File: src/rtl/exp_pkg.sv
// Shared types and elaboration-time helpers for the Taylor-series exp engine.
package exp_pkg;

  // Controller states: one multiply by x, one multiply by 1/k, one accumulate per term.
  typedef enum logic [2:0] {
    IDLE = 3'd0,
    MULX = 3'd1,
    MULC = 3'd2,
    ACC  = 3'd3,
    DONE = 3'd4
  } state_t;

  // Reciprocal coefficient floor(2^frac / k) in the same fixed-point format as the data.
  // Index 0 is never used by the series; it returns 0 to keep the table total.
  function automatic int unsigned coef(input int unsigned k, input int unsigned frac);
    int unsigned c;
    if (k == 32'd0) begin
      c = 32'd0;
    end else begin
      c = (32'd1 << frac) / k;
    end
    return c;
  endfunction

endpackage

File: src/rtl/fx_mul_sat.sv
// Unsigned fixed-point multiply (a*b >> FRAC) with saturation to all-ones.
module fx_mul_sat #(
  parameter int W    = 16,
  parameter int FRAC = 8
) (
  input  logic [W-1:0] a,
  input  logic [W-1:0] b,
  output logic [W-1:0] y,
  output logic         sat
);

  logic [2*W-1:0] prod_s;
  logic [2*W-1:0] shifted_s;

  assign prod_s    = (2*W)'(a) * (2*W)'(b);
  assign shifted_s = prod_s >> FRAC;

  // Anything above the kept window means the value does not fit: clamp and flag it.
  always_comb begin
    sat = |shifted_s[2*W-1:W];
    if (sat) begin
      y = {W{1'b1}};
    end else begin
      y = shifted_s[W-1:0];
    end
  end

endmodule

File: src/rtl/taylor_exp_engine.sv
// Fixed-point e^x / e^-x engine: truncated Taylor series with its own controller,
// reciprocal table, shared saturating multiplier and clamping accumulator.
module taylor_exp_engine
  import exp_pkg::*;
#(
  parameter int W       = 16,
  parameter int FRAC    = 8,
  parameter int N_TERMS = 8,
  parameter int TH_W    = 8
) (
  input  logic                       clk,
  input  logic                       rst_n,
  input  logic                       in_valid,
  output logic                       in_ready,
  input  logic [W-1:0]               x,
  input  logic                       neg,
  input  logic [TH_W-1:0]            thresh,
  output logic                       out_valid,
  input  logic                       out_ready,
  output logic [W-1:0]               result,
  output logic [$clog2(N_TERMS)-1:0] terms_used,
  output logic                       overflow
);

  localparam int         K_W    = $clog2(N_TERMS);
  localparam logic [W-1:0]   ONE    = W'(1) << FRAC;
  localparam logic [K_W-1:0] K_LAST = K_W'(N_TERMS - 1);

  state_t state_r;
  state_t state_nxt_s;

  logic [W-1:0]    x_r;
  logic            neg_r;
  logic [TH_W-1:0] thresh_r;
  logic [W-1:0]    term_r;
  logic [W-1:0]    ans_r;
  logic [K_W-1:0]  k_r;
  logic            ovf_r;

  logic [W-1:0]    result_r;
  logic [K_W-1:0]  terms_used_r;
  logic            overflow_r;
  logic            out_valid_r;
  logic            in_ready_r;

  logic [W-1:0]    coef_s [0:N_TERMS-1];
  logic [W-1:0]    mul_b_s;
  logic [W-1:0]    mul_y_s;
  logic            mul_sat_s;

  logic [W:0]      sum_s;
  logic [W:0]      diff_s;
  logic            sub_s;
  logic            carry_s;
  logic [W-1:0]    ans_nxt_s;
  logic            stop_s;
  logic            accept_s;

  // Reciprocal table is fixed at elaboration.
  for (genvar i = 0; i < N_TERMS; i++) begin : g_coef
    assign coef_s[i] = W'(coef(i, FRAC));
  end

  assign accept_s = in_valid & in_ready_r;

  // Shared multiplier operand: the captured x in MULX, the 1/k coefficient otherwise.
  always_comb begin
    if (state_r == MULC) begin
      mul_b_s = coef_s[k_r];
    end else begin
      mul_b_s = x_r;
    end
  end

  fx_mul_sat #(
    .W    (W),
    .FRAC (FRAC)
  ) u_mul (
    .a   (term_r),
    .b   (mul_b_s),
    .y   (mul_y_s),
    .sat (mul_sat_s)
  );

  assign sum_s  = {1'b0, ans_r} + {1'b0, term_r};
  assign diff_s = {1'b0, ans_r} - {1'b0, term_r};
  assign sub_s  = neg_r & k_r[0];

  // Accumulator update with clamp: carry saturates high and flags, borrow clamps to zero quietly.
  always_comb begin
    carry_s   = 1'b0;
    ans_nxt_s = ans_r;
    if (sub_s) begin
      if (diff_s[W]) begin
        ans_nxt_s = {W{1'b0}};
      end else begin
        ans_nxt_s = diff_s[W-1:0];
      end
    end else begin
      carry_s = sum_s[W];
      if (sum_s[W]) begin
        ans_nxt_s = {W{1'b1}};
      end else begin
        ans_nxt_s = sum_s[W-1:0];
      end
    end
    stop_s = (term_r < W'(thresh_r)) | (k_r == K_LAST) | ovf_r | carry_s;
  end

  // State register.
  always_ff @(posedge clk or negedge rst_n) begin
    if (!rst_n) begin
      state_r <= IDLE;
    end else begin
      state_r <= state_nxt_s;
    end
  end

  // Next-state logic: three cycles per term, then hold the result until it is taken.
  always_comb begin
    state_nxt_s = state_r;
    case (state_r)
      IDLE: begin
        if (accept_s) begin
          state_nxt_s = MULX;
        end else begin
          state_nxt_s = IDLE;
        end
      end
      MULX: state_nxt_s = MULC;
      MULC: state_nxt_s = ACC;
      ACC: begin
        if (stop_s) begin
          state_nxt_s = DONE;
        end else begin
          state_nxt_s = MULX;
        end
      end
      DONE: begin
        if (out_ready) begin
          state_nxt_s = IDLE;
        end else begin
          state_nxt_s = DONE;
        end
      end
      default: state_nxt_s = IDLE;
    endcase
  end

  // Datapath and output registers; a term that has saturated stays pinned at all-ones
  // because its scaled-down successors would no longer mean anything.
  always_ff @(posedge clk or negedge rst_n) begin
    if (!rst_n) begin
      x_r          <= {W{1'b0}};
      neg_r        <= 1'b0;
      thresh_r     <= {TH_W{1'b0}};
      term_r       <= {W{1'b0}};
      ans_r        <= {W{1'b0}};
      k_r          <= {K_W{1'b0}};
      ovf_r        <= 1'b0;
      result_r     <= {W{1'b0}};
      terms_used_r <= {K_W{1'b0}};
      overflow_r   <= 1'b0;
      out_valid_r  <= 1'b0;
      in_ready_r   <= 1'b0;
    end else begin
      in_ready_r <= (state_nxt_s == IDLE);
      case (state_r)
        IDLE: begin
          if (accept_s) begin
            x_r      <= x;
            neg_r    <= neg;
            thresh_r <= thresh;
            term_r   <= ONE;
            ans_r    <= ONE;
            k_r      <= K_W'(1);
            ovf_r    <= 1'b0;
          end
        end
        MULX, MULC: begin
          term_r <= (ovf_r | mul_sat_s) ? {W{1'b1}} : mul_y_s;
          ovf_r  <= ovf_r | mul_sat_s;
        end
        ACC: begin
          ans_r <= ans_nxt_s;
          ovf_r <= ovf_r | carry_s;
          if (stop_s) begin
            result_r     <= ans_nxt_s;
            terms_used_r <= k_r;
            overflow_r   <= ovf_r | carry_s;
            out_valid_r  <= 1'b1;
          end else begin
            k_r <= k_r + K_W'(1);
          end
        end
        DONE: begin
          if (out_ready) begin
            out_valid_r <= 1'b0;
          end
        end
        default: begin
          out_valid_r <= 1'b0;
        end
      endcase
    end
  end

  assign in_ready   = in_ready_r;
  assign out_valid  = out_valid_r;
  assign result     = result_r;
  assign terms_used = terms_used_r;
  assign overflow   = overflow_r;

endmodule

File: config.mk
export PLATFORM = sky130hd
export DESIGN_NAME = taylor_exp_engine
export DESIGN_NICKNAME = d
export VERILOG_FILES = /design/src/rtl/exp_pkg.sv /design/src/rtl/fx_mul_sat.sv /design/src/rtl/taylor_exp_engine.sv
export SDC_FILE = /design/constraint.sdc
export NUM_CORES = 1
export LEC_CHECK = 0
export ABC_AREA = 0
export BUFFER_PORTS_ARGS = -buffer_cell sky130_fd_sc_hd__clkbuf_2
export CAP_MARGIN = 20
export CORE_AREA = 2 2 157 159
export CTS_CLUSTER_SIZE = 40
export DETAILED_ROUTE_END_ITERATION = 16
export DIE_AREA = 0 0 159 161
export HOLD_SLACK_MARGIN = 0.1
export PLACE_DENSITY = 0.79
export SLEW_MARGIN = 20
export SYNTH_ARGS = -nofsm -noshare
export SYNTH_HDL_FRONTEND = slang
export SYNTH_SLANG_ARGS = --single-unit
File: constraint.sdc
create_clock -name clk -period 7.5 [get_ports clk]
set_input_delay 2.25 -clock clk [delete_from_list [all_inputs] [get_ports clk]]
set_output_delay 2.25 -clock clk [all_outputs]
set_load 0.05 [all_outputs]
==> impl_metrics.tcl, run 1 <==
set metrics [dict create \
    outcome "complete, no violations" \
    postLayoutCoreUtil_pct 65.3 \
    finalMaxSlewViolations 0 \
    worstMarginPinSlew_ns 0.861 \
    die_y_um 161 \
    grt-ovfl-total 0 \
    drt_iter0_markers 1244 \
    hp-class "flop to flop" \
    insertedDiodeCount 0 \
    ys.flop_type "dfrtp_1" \
    async_flop_share_pct 100 \
    grt_pass1_vias 11869 \
    row_count 57 \
    antenna_found_initial 0 \
    grt_pass1_wl_mm 61.1 \
    crit_type "flop to flop" \
    portBuffers 50 \
    period_needed_ns 7.31 \
    syn2layout_area_growth_pct 12.1 \
    relSlewSlack_pct 42.6 \
    met1Wirelength_mm 15.1 \
    cts_tree "done" \
    io_pins 51 \
    die_w_um 159 \
    vias 11907 \
    crit_path_start_kind "flop" \
    synth-edff-count 0 \
    cts_hold_buf 0 \
    final_cell_mix "301 x inv_1, 195 x fa_1, 179 x nand2_1" \
    dieArea_um2 25600 \
    seq_area_frac_synth_pct 15.4 \
    clk_path_buf_depth 2 \
    crit_chain "or3b_4, o21ai_4, buf_6, buf_4, nand2_1, fa_1, inv_1, fa_1, fa_1, fa_1, fa_1, inv_1, fa_1, inv_1, ha_1, nand2_1, nor2_1, nand4b_1, a31oi_4, o21ai_0, a31oi_1, xor2_2, o41a_4, a221o_1" \
    drc 0 \
    ys_seq_elements 86 \
    place_area_um2 14800 \
    final-hold-violation-count 0 \
    grt_use_total_pct 29.9 \
    cts_root_buf "clkbuf_16" \
    maxCapViolCount 0 \
    htreeDepth 3 \
    syn_area_um2 13900 \
    crit_arrival_ns 7.57 \
    top_layer "met4" \
    clock_latency_ns 0.37 \
    wire_per_inst_um 19.5 \
    fillers 1921 \
    wl_met3_mm 3.38 \
    cts.clk_slew.worst_paths_ns 0.08 \
    core_area_um2 24000 \
    stdcell_count 1982 \
    nNetsFinal 2023 \
    gp_congestion 0.938 \
    routed_wl_mm 38.6 \
    synth_fp_nets 1952 \
    cp_common_cell "fa_1" \
    setup_viol_count_final 0 \
    dp_cells 1941 \
    viasPerCell 6.01 \
    hpwl_mm 29.0 \
    final_common_cell "inv_1" \
    path_max_fanout 8 \
    max_freq_ghz 0.137 \
    worst-endpoint-required_ns 7.75 \
    numCtsBuffers 9 \
    skew_ns 0.0172 \
    crit_path_end_kind "flop" \
    yosys_warnings 0 \
    period_share_pct 97.5 \
    synth_cell_types 69 \
    start_util_pct 58.2 \
    drive_above_1_share_pct 15.0 \
    antenna_left 0 \
    netlist_instances 1582 \
    slowest_delay_ns 0.59 \
    finalInstanceArea_um2 15600 \
    drt-pass1-iter-count 6 \
    clock-sinks 86 \
    grt_max_degree 80 \
    wl_met2_mm 18.4 \
    crit_path_top_delay_cell "o41a_4" \
    whs_ns 0.499 \
    avgSynthCellArea_um2 8.81 \
]
-- path summary, 6_finish.rpt --
kind                       slack (ns)       start         end  depth (start not counted)
setup / recovery                 0.19  state_r[0]   term_r[3]                         24
hold / removal                   0.50   result[2]   result[2]                          1
setup reg to reg                 0.19  state_r[0]   term_r[3]                         24
hold reg to reg                  0.50   result[2]   result[2]                          1
max in group asynchronous        4.53       rst_n  state_r[0]                          2
min in group asynchronous        1.85       rst_n    ans_r[2]                          1
-- repair_timing --
| item | in CTS | in global routing |
|---|---|---|
| cloned | 0 | 8 |
| setup endpoints to repair | 15 | 17 |
| pin swaps | 0 | 11 |
| buffers inserted | 0 | 17 |
| gates resized for setup | 2 | 72 |
-- kinds of logic after synthesis --
| group | Yosys count | share of synthesized area (%) |
|---|---|---|
| xor+xnor | 25 | 1.57 |
| compound gates | 252 | 12.4 |
| mux | 40 | 3.22 |
| buf+inv | 375 | 10.2 |
| fa+ha+maj | 341 | 41.1 |
| flops | 86 | 15.4 |
| simple gates | 463 | 16.1 |
-- per-layer routing --
layer / GRT usage, % / vias up
met5: 0 / -
met4: 12.1 / 0
met3: 4.29 / 136
met2: 50.6 / 602
met1: 39.2 / 5870
li1: - / 5299
-- state kept, by name (all words and copies together) (netlist names) --
name        cells
thresh_r        8
ans_r          16
terms_used      3
neg_r           1
state_r         3
result         16
term_r         16
x_r            16
in_ready        1
out_valid       1
overflow        1
ovf_r           1
k_r             3
-- metrics by stage --
step | setup slack [ns] | TNS, ns
after floorplan | 0.0195 | 0
after global placement | 0.0506 | 0
after detailed placement | -0.0627 | -0.740
after CTS | 0.0194 | 0
after global routing | -0.0424 | -0.337
final | 0.186 | 0
-- layout make-up --
type | count | area [µm²] | share of cell area [%]
Clock buffer | 9 | 225 | 1.44
Tap cell | 324 | 405 | 2.59
Clock inverter | 7 | 75.1 | 0.480
Multi-Input combinational cell | 1124 | 10700 | 68.5
Inverter | 302 | 1130 | 7.25
Sequential cell | 86 | 2160 | 13.8
Timing Repair Buffer | 130 | 931 | 5.95
-- Yosys cell counts, types with 6 or more instances --
| cell type | instances | area share (%) |
|---|---|---|
| o21a_1 | 13 | 0.70 |
| ha_1 | 146 | 13 |
| mux2_2 | 26 | 2.1 |
| a211oi_1 | 10 | 0.54 |
| xor2_1 | 12 | 0.75 |
| a21oi_1 | 58 | 2.1 |
| dfrtp_1 | 86 | 15 |
| and3_1 | 75 | 3.4 |
| a221oi_1 | 11 | 0.69 |
| nand3_1 | 20 | 0.72 |
| a211o_1 | 6 | 0.38 |
| xnor2_1 | 13 | 0.82 |
| a31oi_1 | 8 | 0.36 |
| o21ai_0 | 47 | 1.7 |
| and2_1 | 51 | 2.3 |
| o22ai_1 | 12 | 0.54 |
| nor4_1 | 6 | 0.27 |
| nor2_1 | 70 | 1.9 |
| o221a_2 | 7 | 0.57 |
| mux2i_1 | 10 | 0.72 |
| nand2_1 | 183 | 4.9 |
| clkbuf_1 | 70 | 1.9 |
| nor3_1 | 14 | 0.50 |
| fa_1 | 195 | 28 |
| inv_1 | 302 | 8.1 |
| a21o_1 | 16 | 0.86 |
| a221o_1 | 15 | 1.1 |
| nand2b_1 | 13 | 0.58 |
| nand4_1 | 6 | 0.27 |
| nor2b_1 | 7 | 0.31 |
-- critical path, delay by kind of cell (launching register included) --
kind                       cells  cell delay, ns
adders and majority gates      7            3.36
AOI/OAI and AO/OA              6            1.74
and+or+nand+nor                5            1.02
DFF                            1            0.47
buffers and inverters          5            0.45
xor gates and xnor gates       1            0.18
Power of run 1 is not shown: default switching activity piles up to over one toggle a cycle in this logic, so the estimate is an artifact.
==> inputs of run 2 (changes only) <==
--- a/config.mk
+++ b/config.mk
@@ -13,7 +13,7 @@
 export DETAILED_ROUTE_END_ITERATION = 16
 export DIE_AREA = 0 0 159 161
 export HOLD_SLACK_MARGIN = 0.1
-export PLACE_DENSITY = 0.79
+export PLACE_DENSITY_LB_ADDON = 0.2
 export SLEW_MARGIN = 20
 export SYNTH_ARGS = -nofsm -noshare
 export SYNTH_HDL_FRONTEND = slang
==> run 2 against run 1 <==
Effect of this change: clock skew shrank 0.0017 ns; worst hold slack lost 0.0086 ns; die area is the same; utilization grew 0.22 points; fmax shrank 0.17%; critical path type unchanged; critical endpoint is now term_r[5].
==> impl_metrics.tcl, run 2 (synthesis results as in run 1) <==
set metrics [dict create \
    grt_util_met3_pct 3.98 \
    die_w_um 159 \
    skew_ns 0.0155 \
    grt-ovfl-total 0 \
    crit_path_end_kind "flop" \
    drt-pass1-iter-count 5 \
    nNetsFinal 2018 \
    wire_per_inst_um 19.8 \
    io_pins 51 \
    vias 11704 \
    viasPerCell 5.92 \
    period_share_pct 97.7 \
    min_from "result[1]" \
    crit_arrival_ns 7.57 \
    final_cell_mix "302 x inv_1, 193 x fa_1, 178 x nand2_1" \
    max_freq_ghz 0.136 \
    crit_type "flop to flop" \
    drc 0 \
    reg2reg_from "state_r[0]" \
    htreeDepth 3 \
    relSlewSlack_pct 20.6 \
    insertedDiodeCount 0 \
    cts_tree "done" \
    dp_slack_ns -0.0865 \
    dieArea_um2 25600 \
    drt_iter0_markers 825 \
    clock_latency_ns 0.37 \
    place_area_um2 14800 \
    hp-class "flop to flop" \
    grt_use_met2_pct 49.8 \
    dp_cells 1938 \
    path_max_fanout 8 \
    syn2layout_area_growth_pct 12.5 \
    row_count 57 \
    worstSetupStartpoint "state_r[0]" \
    met1_usage_pct 41.1 \
    setup_viol_count_final 0 \
    antenna_found_initial 0 \
    grt_busiest_layer "met2" \
    setup_ws_ns 0.173 \
    stdcell_count 1977 \
    cts_hold_buf 0 \
    worst-endpoint-required_ns 7.74 \
    grt_pass1_wl_mm 61.6 \
    drive_above_1_share_pct 14.7 \
    outcome "complete, no violations" \
    die_y_um 161 \
    hpwl_mm 29.4 \
    period_needed_ns 7.33 \
    final-hold-violation-count 0 \
    clock-sinks 86 \
    finalInstanceArea_um2 15700 \
    gp_congestion 0.931 \
    final_common_cell "inv_1" \
    cts.clk_slew.worst_paths_ns 0.08 \
    grt_pass1_vias 11539 \
    clk_path_buf_depth 2 \
    routed_wl_mm 39.1 \
    maxCapViolCount 0 \
    portBuffers 50 \
    setup_tns_ns 0 \
    grt_max_degree 87 \
    core_area_um2 24000 \
    worstMarginPinSlew_ns 1.18 \
    grt_use_total_pct 30.5 \
    numCtsBuffers 9 \
    finalMaxSlewViolations 0 \
    antenna_left 0 \
    start_util_pct 58.2 \
    crit_path_start_kind "flop" \
    cts_root_buf "clkbuf_16" \
]
-- run 2: changes by cell type in the layout (fill, tap and decap cells not counted), sizes merged --
| cell | before | now |
|---|---|---|
| buf | 78 | 74 |
| or3b | 4 | 3 |
| clkbuf | 61 | 60 |
| nand2 | 184 | 185 |
-- run 2: metal layers --
| metal | wire length [µm] | part of all wire [%] | up-vias |
|---|---|---|---|
| met5 | 0 | 0 | - |
| met4 | 1740 | 4.5 | 0 |
| met1 | 16000 | 41 | 5858 |
| met3 | 2680 | 6.9 | 115 |
| met2 | 18600 | 48 | 453 |
| li1 | - | - | 5278 |
-- run 2: final timing paths --
check	slack [ns]	endpoint	cells past startpoint
min in group asynchronous	1.95	result[2]	1
worst min-delay path	0.49	result[1]	1
max in group asynchronous	4.95	k_r[1]	1
worst min register to register	0.49	result[1]	1
worst max register to register	0.17	term_r[5]	24
worst max-delay path	0.17	term_r[5]	24
-- run 2: what timing repair did --
item,CTS,global route
gates cloned,0,6
endpoints found under the setup margin,15,17
pin swaps,0,20
resized for setup,3,88
setup buffers,0,17
-- run 2: cell type report --
type	instances	area, µm²
clock buffer	9	225
sequential	86	2150
fill	2022	8270
inverter	302	1130
tap	324	405
timing repair buffer	125	902
multi-input combinational	1124	10800
clock inverter	7	77.6
-- run 2: metrics by stage --
step           hold WS, ns  utilization, %
2_1_floorplan        0.481               -
3_3_place_gp         0.467            61.6
3_5_place_dp         0.475            61.6
4_1_cts              0.496            62.9
5_1_grt              0.506            65.5
6_report             0.491            65.5
-- run 2: worst max-delay path, stage by stage, from the launching register on --
cell and delay [ns]:
dfrtp_1 0.45, or3b_4 0.48, buf_12 0.17, buf_4 0.14, and2_1 0.28, nand2_1 0.14
fa_1 0.43, inv_1 0.09, fa_1 0.44, fa_1 0.53, fa_1 0.43, fa_1 0.48
inv_1 0.05, fa_1 0.47, inv_1 0.05, ha_2 0.37, nand2_2 0.13, nor3_4 0.20
nand4b_1 0.20, a31oi_4 0.27, o21ai_1 0.13, a31oi_2 0.25, xor2_2 0.16, o41a_4 0.59
a221o_1 0.28
Power of run 2 is left out for the same reason.
==> inputs of run 3 (changes only) <==
--- a/config.mk
+++ b/config.mk
@@ -8,13 +8,14 @@
 export ABC_AREA = 0
 export BUFFER_PORTS_ARGS = -buffer_cell sky130_fd_sc_hd__clkbuf_2
 export CAP_MARGIN = 20
-export CORE_AREA = 2 2 157 159
+export CORE_AREA = 2 2 160 162
 export CTS_CLUSTER_SIZE = 40
 export DETAILED_ROUTE_END_ITERATION = 16
-export DIE_AREA = 0 0 159 161
+export DIE_AREA = 0 0 162 164
 export HOLD_SLACK_MARGIN = 0.1
 export PLACE_DENSITY_LB_ADDON = 0.2
 export SLEW_MARGIN = 20
 export SYNTH_ARGS = -nofsm -noshare
 export SYNTH_HDL_FRONTEND = slang
+export SYNTH_HIERARCHICAL = 1
 export SYNTH_SLANG_ARGS = --single-unit
==> run 3 against run 2 <==
Effect of this change: worst setup slack gained 0.078 ns; synthesized cell count grew 6.0%; sequential cell count is the same; first-iteration DRC count grew 15%; critical path type unchanged; area after synthesis grew 4.2%; final cell count grew 4.9%; utilization shrank 1.0 points; fmax grew 1.1%; critical path depth grew 4.
==> impl_metrics.tcl, run 3 <==
set metrics [dict create \
    portBuffers 50 \
    max_freq_ghz 0.138 \
    synth-edff-count 0 \
    synth_fp_nets 2046 \
    synth_top_area_share_pct 26.9 \
    nNetsFinal 2108 \
    dp_slack_ns -0.0441 \
    min_from "overflow" \
    holdPathStages 2 \
    slowest_delay_ns 0.55 \
    seq_area_frac_synth_pct 14.8 \
    reg2reg_from "k_r[1]" \
    cts_hold_buf 0 \
    final_cell_mix "272 x inv_1, 226 x nand2_1, 189 x fa_1" \
    worstSetupStartpoint "k_r[1]" \
    grt_pass1_wl_mm 63.2 \
    period_share_pct 96.6 \
    syn_area_um2 14500 \
    gp_congestion 0.945 \
    viasPerCell 5.84 \
    vias 12107 \
    finalInstanceArea_um2 16000 \
    setup_ws_ns 0.251 \
    grt_use_total_pct 30.1 \
    drt_iter0_markers 946 \
    worst-endpoint-required_ns 7.69 \
    setup_viol_count_final 0 \
    period_needed_ns 7.25 \
    grt_max_degree 74 \
    antenna_found_initial 0 \
    grt-ovfl-total 0 \
    outcome "complete, no violations" \
    numCtsBuffers 9 \
    relSlewSlack_pct 32.4 \
    clock-sinks 86 \
    syn2layout_area_growth_pct 10.2 \
    wire_per_inst_um 19.0 \
    dieArea_um2 26600 \
    routed_wl_mm 39.4 \
    drc 0 \
    cp_common_cell "fa_1" \
    final_common_cell "inv_1" \
    skew_ns 0.00852 \
    antenna_left 0 \
    ys_seq_elements 86 \
    crit_path_top_delay_cell "fa_2" \
    crit_path_end_kind "flop" \
    insertedDiodeCount 0 \
    worstMarginPinSlew_ns 1.01 \
    path_max_fanout 8 \
    yosysMostFrequentCell "inv_1" \
    clock_latency_ns 0.35 \
    r2r_end "term_r[15]" \
    cts_tree "done" \
    clk_path_buf_depth 2 \
    whs_endpoint "overflow" \
    crit_arrival_ns 7.44 \
    crit_path_start_kind "flop" \
    async_flop_share_pct 100 \
    die_y_um 164 \
    synthTopCellsByCount "274 x inv_1, 231 x nand2_1, 195 x fa_1" \
    drt-pass1-iter-count 5 \
    avgSynthCellArea_um2 8.66 \
    rsz0062_at_grt "yes" \
    ys.flop_type "dfrtp_1" \
    die_w_um 162 \
    place_area_um2 15400 \
    synth.largest_area_cell "fa_1" \
    hp-class "flop to flop" \
    yosys_warnings 6 \
    finalMaxSlewViolations 0 \
    drive_above_1_share_pct 14.2 \
    cts.clk_slew.worst_paths_ns 0.06 \
    fillers 2134 \
    hpwl_mm 30.4 \
    ys_top_cells_by_area "fa_1 27%, dfrtp_1 15%, ha_1 12%" \
    cts_root_buf "clkbuf_16" \
    cp_num_buf_inv 5 \
    maxCapViolCount 0 \
    netlist_instances 1677 \
    start_util_pct 58.5 \
    reg2reg_depth 28 \
    crit_family "adder cells" \
    crit_type "flop to flop" \
    row_count 58 \
    grt_pass1_vias 12135 \
    io_pins 51 \
    htreeDepth 3 \
    final-hold-violation-count 0 \
    cp.depth 28 \
    synth_cell_types 86 \
    core_area_um2 24800 \
    ff2ff_setup_slack_ns 0.25 \
]
## run 3: cell count changes after synthesis, moves of 13 or more
cell / previous run / this run
nand3_1: 20 / 37
buf_2: 2 / 16
and3_1: 75 / 7
o21ai_1: 5 / 27
inv_1: 302 / 274
nand2_1: 183 / 231
a22o_1: 0 / 13
a221o_1: 15 / 0
clkbuf_1: 70 / 50
and2_1: 51 / 152
## run 3: what timing repair did
| item | CTS | global route |
|---|---|---|
| setup buffers | 0 | 8 |
| pin swaps | 0 | 22 |
| endpoints found under the setup margin | 17 | 17 |
| cloned | 0 | 4 |
| resized for setup | 2 | 66 |
## run 3: logic make-up after synthesis
| family | count (synthesis) | share of synthesized area [%] |
|---|---|---|
| compound gates | 280 | 13.0 |
| buf+inv | 352 | 9.82 |
| fa+ha+maj | 340 | 39.4 |
| flops | 86 | 14.8 |
| xor+xnor | 25 | 1.51 |
| mux | 28 | 2.17 |
| simple gates | 566 | 19.4 |
## run 3: routing by layer
metal  share of wire, %  wire length (µm)  global-route usage (%)  vias up
li1                   -                 -                       -     5521
met1                 45             17600                    43.6     6072
met2                 46             18300                    47.9      464
met3                7.3              2890                    5.08       50
met4                1.6               612                    6.72        0
met5                  0                 0                       0        -
## run 3: layout make-up
class | instances | area, µm² | share of cell area (%)
Sequential cell | 86 | 2150 | 13.5
Inverter | 276 | 1040 | 6.49
Clock inverter | 5 | 41.3 | 0.258
Tap cell | 330 | 413 | 2.58
Multi-Input combinational cell | 1242 | 11200 | 70.2
Clock buffer | 11 | 253 | 1.58
Timing Repair Buffer | 124 | 877 | 5.48
## run 3: worst max path at each step
| stage | end | slack [ns] |
|---|---|---|
| after floorplan | term_r[8] | 0.01 |
| after detailed placement | term_r[15] | -0.04 |
| after global placement | term_r[8] | 0.003 |
| after global routing | term_r[8] | -0.04 |
| final | term_r[15] | 0.25 |
| after CTS | term_r[12] | 0.04 |
## run 3: stage by stage
step	TNS (ns)	std cells	utilization, %	hold slack, ns
floorplan	0	1677	-	0.472
global placement	0	2046	62.0	0.461
detailed placement	-0.217	2046	62.0	0.466
CTS	0	2062	63.2	0.481
global route	-0.0717	2074	64.5	0.515
finish	0	2074	64.5	0.479
## run 3: worst reg2reg max path: cells and delay by family, from the launching register on
kind                     cells  cell delay [ns]
adder cells (fa/ha/maj)      8             3.61
AND/OR/NAND/NOR              8             1.51
AO/OA/AOI/OAI                7             1.19
flip-flops                   1             0.41
buffers and inverters        5             0.39
Power of run 3 is left out for the same reason.
